$ cat config.mk
export PLATFORM = sky130hd
export DESIGN_NAME = p4_router_egr_downsizer
export DESIGN_NICKNAME = d
export VERILOG_FILES = /design/src/rtl/p4_router_pkg.sv /design/src/rtl/p4_router_keep_slice_finder.sv /design/src/rtl/p4_router_egr_downsizer.sv
export SDC_FILE = /design/constraint.sdc
export NUM_CORES = 1
export LEC_CHECK = 0
export BUFFER_PORTS_ARGS = -buffer_cell sky130_fd_sc_hd__buf_2
export CAP_MARGIN = 5
export CORE_AREA = 2 2 463 465
export DETAILED_ROUTE_END_ITERATION = 6
export DIE_AREA = 0 0 465 467
export PLACE_DENSITY = 0.35
export SLEW_MARGIN = 15
export SYNTH_ARGS = -nofsm -noshare
export SYNTH_HDL_FRONTEND = slang
export SYNTH_SLANG_ARGS = --single-unit
$ cat constraint.sdc
create_clock -name clk -period 3 [get_ports clk]
set_input_delay 0.45 -clock clk [delete_from_list [all_inputs] [get_ports clk]]
set_output_delay 0.45 -clock clk [all_outputs]
set_load 0.01 [all_outputs]
$ cat src/rtl/p4_router_pkg.sv
// p4_router_pkg: shared definitions for the P4 router datapath.
//   - port-width indices and the widest egress beat size
//   - get_port_bytes(): bytes per beat of a port-width index (8 << index)
//   - egress downsizer FSM state type
package p4_router_pkg;

    localparam int unsigned MAX_PORT_BYTES = 64;

    localparam int unsigned INDEX_8B  = 0;
    localparam int unsigned INDEX_16B = 1;
    localparam int unsigned INDEX_32B = 2;
    localparam int unsigned INDEX_64B = 3;

    typedef enum logic {
        EMPTY,
        EMIT
    } egr_state_e;

    function automatic int unsigned get_port_bytes(input int unsigned index);
        return 32'd8 << index;
    endfunction

endpackage

$ cat src/rtl/p4_router_keep_slice_finder.sv
// p4_router_keep_slice_finder: slice mux and final-slice detection for the
// egress downsizer.
// Ports:
//   load_keep, load_last  : beat being loaded (used to compute last_idx)
//   last_idx              : index of the final slice of the loading beat
//   hold_data, hold_keep  : currently held beat
//   slice_idx             : slice to present
//   slice_data, slice_keep: selected slice of the held beat
module p4_router_keep_slice_finder #(
    parameter int unsigned IN_BYTES  = 64,
    parameter int unsigned OUT_BYTES = 64,
    localparam int unsigned R        = IN_BYTES / OUT_BYTES,
    localparam int unsigned IDX_W    = (R > 1) ? $clog2(R) : 1
) (
    input  logic [IN_BYTES-1:0]    load_keep,
    input  logic                   load_last,
    output logic [IDX_W-1:0]       last_idx,
    input  logic [IN_BYTES*8-1:0]  hold_data,
    input  logic [IN_BYTES-1:0]    hold_keep,
    input  logic [IDX_W-1:0]       slice_idx,
    output logic [OUT_BYTES*8-1:0] slice_data,
    output logic [OUT_BYTES-1:0]   slice_keep
);

    // Non-last beats emit every slice. Last beats stop at the highest slice
    // holding any keep bit; an all-zero keep still yields slice 0.
    always_comb begin
        last_idx = IDX_W'(R - 1);
        if (load_last) begin
            last_idx = '0;
            for (int unsigned k = 0; k < R; k++) begin
                if (|load_keep[k*OUT_BYTES +: OUT_BYTES]) begin
                    last_idx = IDX_W'(k);
                end
            end
        end
    end

    always_comb begin
        slice_data = '0;
        slice_keep = '0;
        for (int unsigned k = 0; k < R; k++) begin
            if (slice_idx == IDX_W'(k)) begin
                slice_data = hold_data[k*OUT_BYTES*8 +: OUT_BYTES*8];
                slice_keep = hold_keep[k*OUT_BYTES +: OUT_BYTES];
            end
        end
    end

endmodule

$ cat src/rtl/p4_router_egr_downsizer.sv
// p4_router_egr_downsizer: egress width converter. Holds one 64 B core beat
// and serialises it as OUT_BYTES = 8 << PORT_WIDTH_INDEX slices onto the
// port stream. Full rate: the next beat loads as the final slice is taken.
// Ports:
//   clk, aresetn          : core clock, asynchronous active-low reset
//   s_t*                  : wide AXI-Stream input (data/keep/user/last/valid/ready)
//   m_t*                  : narrow AXI-Stream output
//   stat_pkt_cnt (32 b), stat_byte_cnt (48 b): only with the
//   P4_ROUTER_EGR_DOWNSIZER_STATS_EN macro defined
module p4_router_egr_downsizer
    import p4_router_pkg::*;
#(
    parameter int unsigned IN_BYTES         = MAX_PORT_BYTES,
    parameter int unsigned PORT_WIDTH_INDEX = INDEX_64B,
    parameter int unsigned TUSER_W          = 16,
    localparam int unsigned OUT_BYTES       = get_port_bytes(PORT_WIDTH_INDEX),
    localparam int unsigned R               = IN_BYTES / OUT_BYTES,
    localparam int unsigned IDX_W           = (R > 1) ? $clog2(R) : 1
) (
    input  logic                   clk,
    input  logic                   aresetn,
    input  logic [IN_BYTES*8-1:0]  s_tdata,
    input  logic [IN_BYTES-1:0]    s_tkeep,
    input  logic [TUSER_W-1:0]     s_tuser,
    input  logic                   s_tlast,
    input  logic                   s_tvalid,
    output logic                   s_tready,
    output logic [OUT_BYTES*8-1:0] m_tdata,
    output logic [OUT_BYTES-1:0]   m_tkeep,
    output logic [TUSER_W-1:0]     m_tuser,
    output logic                   m_tlast,
    output logic                   m_tvalid,
    input  logic                   m_tready
`ifdef P4_ROUTER_EGR_DOWNSIZER_STATS_EN
    ,
    output logic [31:0]            stat_pkt_cnt,
    output logic [47:0]            stat_byte_cnt
`endif
);

    egr_state_e            state, state_nx;
    logic [IDX_W-1:0]      slice_idx, slice_idx_nx;
    logic [IDX_W-1:0]      last_idx, load_last_idx;
    logic [IN_BYTES*8-1:0] hold_data;
    logic [IN_BYTES-1:0]   hold_keep;
    logic [TUSER_W-1:0]    hold_user;
    logic                  hold_last;
    logic                  load;
    logic                  final_slice;

    p4_router_keep_slice_finder #(
        .IN_BYTES  (IN_BYTES),
        .OUT_BYTES (OUT_BYTES)
    ) u_finder (
        .load_keep  (s_tkeep),
        .load_last  (s_tlast),
        .last_idx   (load_last_idx),
        .hold_data  (hold_data),
        .hold_keep  (hold_keep),
        .slice_idx  (slice_idx),
        .slice_data (m_tdata),
        .slice_keep (m_tkeep)
    );

    assign final_slice = (slice_idx == last_idx);
    assign m_tuser     = hold_user;
    assign m_tlast     = (state == EMIT) && hold_last && final_slice;

    always_ff @(posedge clk or negedge aresetn) begin
        if (!aresetn) begin
            state     <= EMPTY;
            slice_idx <= '0;
        end else begin
            state     <= state_nx;
            slice_idx <= slice_idx_nx;
        end
    end

    // Hold register is cleared on reset so the idle outputs read as zero;
    // a partially emitted beat is simply dropped.
    always_ff @(posedge clk or negedge aresetn) begin
        if (!aresetn) begin
            hold_data <= '0;
            hold_keep <= '0;
            hold_user <= '0;
            hold_last <= 1'b0;
            last_idx  <= '0;
        end else if (load) begin
            hold_data <= s_tdata;
            hold_keep <= s_tkeep;
            hold_user <= s_tuser;
            hold_last <= s_tlast;
            last_idx  <= load_last_idx;
        end
    end

    always_comb begin
        state_nx     = state;
        slice_idx_nx = slice_idx;
        load         = 1'b0;
        s_tready     = 1'b0;
        m_tvalid     = 1'b0;
        case (state)
            EMPTY: begin
                s_tready = 1'b1;
                if (s_tvalid) begin
                    load         = 1'b1;
                    slice_idx_nx = '0;
                    state_nx     = EMIT;
                end
            end
            EMIT: begin
                m_tvalid = 1'b1;
                s_tready = m_tready && final_slice;
                if (m_tready) begin
                    if (!final_slice) begin
                        slice_idx_nx = slice_idx + 1'b1;
                    end else if (s_tvalid) begin
                        load         = 1'b1;
                        slice_idx_nx = '0;
                    end else begin
                        state_nx = EMPTY;
                    end
                end
            end
            default: state_nx = EMPTY;
        endcase
    end

`ifdef P4_ROUTER_EGR_DOWNSIZER_STATS_EN
    always_ff @(posedge clk or negedge aresetn) begin
        if (!aresetn) begin
            stat_pkt_cnt  <= '0;
            stat_byte_cnt <= '0;
        end else if (m_tvalid && m_tready) begin
            if (m_tlast) begin
                stat_pkt_cnt <= stat_pkt_cnt + 32'd1;
            end
            stat_byte_cnt <= stat_byte_cnt + 48'($countones(m_tkeep));
        end
    end
`endif

endmodule

==> flow_summary.yaml <==
logic_synthesis:
  muxShareOfSynthArea_pct: 25.8
  ys_ff_latch: 595
  avgSynthCellArea_um2: 13.6
  synthAdderAreaFrac_pct: 0
  synth_common_cells: "595 x dfrtp_1, 576 x nor2b_1, 539 x mux2_2"
  postSynthCellCount: 1902
  synth_xor_area_share_pct: 0
  synth_compound_area_share_pct: 0.0724
  async_reset_ff_share_pct: 100
  synth_seq_area_share_pct: 57.4
  synth_flop_cell: "dfrtp_1"
  synthSimpleGateAreaFrac_pct: 14.0
  synth_top_cell_by_area: "dfrtp_1"
  synth_top_family_by_area: "multiplexers"
  synth.distinct_cells: 13
  yosysTopAreaCellShare_pct: 57.4
  synth_nets: 2499
  yosysWarnings: 0
  synth_edf_count: 0
  netlist_area_mm2: 0.0259
  synth.most_common_cell: "dfrtp_1"
  synthTopCellsByArea: "dfrtp_1 57%, mux2_2 23%, nor2b_1 14%"
routing:
  totalWireLength_mm: 142
  num_vias: 21945
  post_drt_wl_per_cell_um: 21.4
  route.detailed.drc: 0
  antenna_left: 0
  drt_iter0_markers: 706
  drtPass1Iterations: 4
  viasPerCell: 3.32
clock_tree:
  htree_levels: 3
  clkLatencyLatePin_ns: 0.70
  clock-sinks: 595
  clk_pin_slew_ns: 0.06
  cts_tree: "done"
  post-cts-setup-buffers: 0
  cts_buffers: 81
  clock_tree.buffer_depth: 3
  root_buffer: "clkbuf_16"
worst_hold_path:
  hold_class: "primary input to flop"
  holdPathStages: 2
  whs_endpoint: "hold_data[433]"
  hp-start: "s_tdata[433]"
sta:
  skew_ns: 0.0255
  post-route-period-util_pct: 96.1
  hold_viol: 0
  setup_tns_ns: 0
  fmax_mhz: 347
  tightestPinTransition_ns: 0.681
  rsz0062_at_grt: "no"
  relSlewSlack_pct: 54.6
  min_period_ns: 2.88
  slew_viol_final: 0
  setup_violations: 0
worst_setup_path:
  path_max_fanout: 95
  r2r_cells: 5
  crit_type: "flop to primary output"
  cp_data_arrival_time_ns: 2.43
  cp-end-kind: "primary output"
  r2r_start: "slice_idx"
  worstSetupStartpointType: "flop"
  rrSetupSlack_ns: 0.70
  r2r-end: "hold_data[377]"
  cp.required_ns: 2.55
finish:
  drive_gt1_share_pct: 51.4
  regArea_mm2: 0.0149
  layout.cells.non_filler: 6601
  nNetsFinal: 4278
  multi_input_area_mm2: 0.0103
  fill_cells: 23247
  synthToLayoutAreaGrowth_pct: 69.8
power:
  ir_drop_uv: 391
  leakagePower_nw: 19.7
  power_density_mw_per_mm2: 589
global_route:
  grt_max_degree: 102
  antenna_found_initial: 111
  grt_pass1_wl_mm: 193
  grt_pass1_vias: 23745
  overflow: 0
  grt_use_total_pct: 12.6
floorplan:
  rows: 169
  fp.dieArea_mm2: 0.217
  die_w_um: 465
  initial_core_util_pct: 12.2
  core_area_mm2: 0.212
  fp.dieH_um: 467
  ioPinCount: 1192
placement:
  place.gp.congestion: 0.790
  io_buffers: 1191
  dp_hpwl_mm: 115
  placed_cells: 5851
run:
  maxCapViolCount: 0
run_status:
  status: "complete, no violations"
## layout make-up
| class | instances | share of cell area [%] |
|---|---|---|
| clock inverter | 22 | 0.418 |
| clock buffer | 123 | 5.59 |
| antenna | 37 | 0.210 |
| tap | 2821 | 8.02 |
| inverter | 1 | 0.00853 |
| multi-input combinational | 1177 | 23.5 |
| sequential | 595 | 33.8 |
| timing repair buffer | 1825 | 28.4 |
## placed cells by master, fill, tap and decap left out, types with 3 or more instances in the layout
cell	instances
diode_2	37
buf_2	1190
dlygate4sd3_1	568
inv_6	3
clkbuf_1	19
nor2b_1	575
mux2_2	539
buf_4	36
clkbuf_16	85
clkinvlp_4	5
mux2_1	54
clkinv_2	12
nand2_1	4
clkbuf_8	19
buf_12	29
dfrtp_1	594
## registers in the layout, indices dropped and copies added, names as in the netlist
name       cells
m_tuser       16
state          1
hold_keep     64
hold_data    512
slice_idx      1
hold_last      1
## critical path: stages, from the launching register on
cell and delay, ns:
dfrtp_4 0.56, buf_4 0.23, buf_12 0.20, nor2b_2 0.37, buf_2 0.19
## logic make-up (layout without fill, tap and decap cells)
group,after synthesis,after routing
AOI/OAI and AO/OA,2,2
DFF,595,595
other,0,37
and+or+nand+nor,582,582
muxes,593,593
buffers and inverters,130,1971
## repair_timing
| action | in CTS | in global routing |
|---|---|---|
| resized for setup | 2 | 0 |
| endpoints found under the hold margin | 605 | 0 |
| endpoints found under the setup margin | 4 | 0 |
| hold buffers | 568 | 0 |
## where the power goes
part | internal [mW] | switching [mW] | leakage (nW)
Sequential | 9.21 | 0.650 | 6.96
Clock | 5.80 | 4.03 | 1.30
Combinational | 3.16 | 3.06 | 11.4
Total | 18.2 | 7.74 | 19.7
## how the worst max path moves through the flow
stage / startpoint / slack (ns) / endpoint
2_1_floorplan: slice_idx / 1.29 / m_tdata[100]
6_report: slice_idx / 0.12 / m_tdata[57]
3_5_place_dp: slice_idx / 0.69 / hold_data[377]
4_1_cts: slice_idx / 0.06 / m_tdata[160]
5_1_grt: slice_idx / 0.06 / m_tkeep[18]
3_3_place_gp: slice_idx / 0.70 / hold_data[355]
## metal layers
metal / up-vias / track usage [%] / wire length, um
li1: 9976 / - / -
met1: 10741 / 15.4 / 59000
met2: 910 / 20.0 / 64000
met3: 236 / 5.44 / 13800
met4: 82 / 3.84 / 4220
met5: - / 0 / 525
## through the flow
step                      power, mW  worst slack (ns)  hold slack, ns  cell area, um^2  util, %
after floorplan                12.5              1.29           0.154            25900        -
after global placement         15.8             0.699           0.436            35600     16.8
after detailed placement       15.8             0.686           0.439            35600     16.8
after CTS                      26.7            0.0565        0.000826            43900     20.8
after global routing           27.4            0.0621         0.00459            44000     20.8
final                          25.9             0.116          0.0469            44000     20.8
No activity file was read; power rests on OpenSTA's default activity.
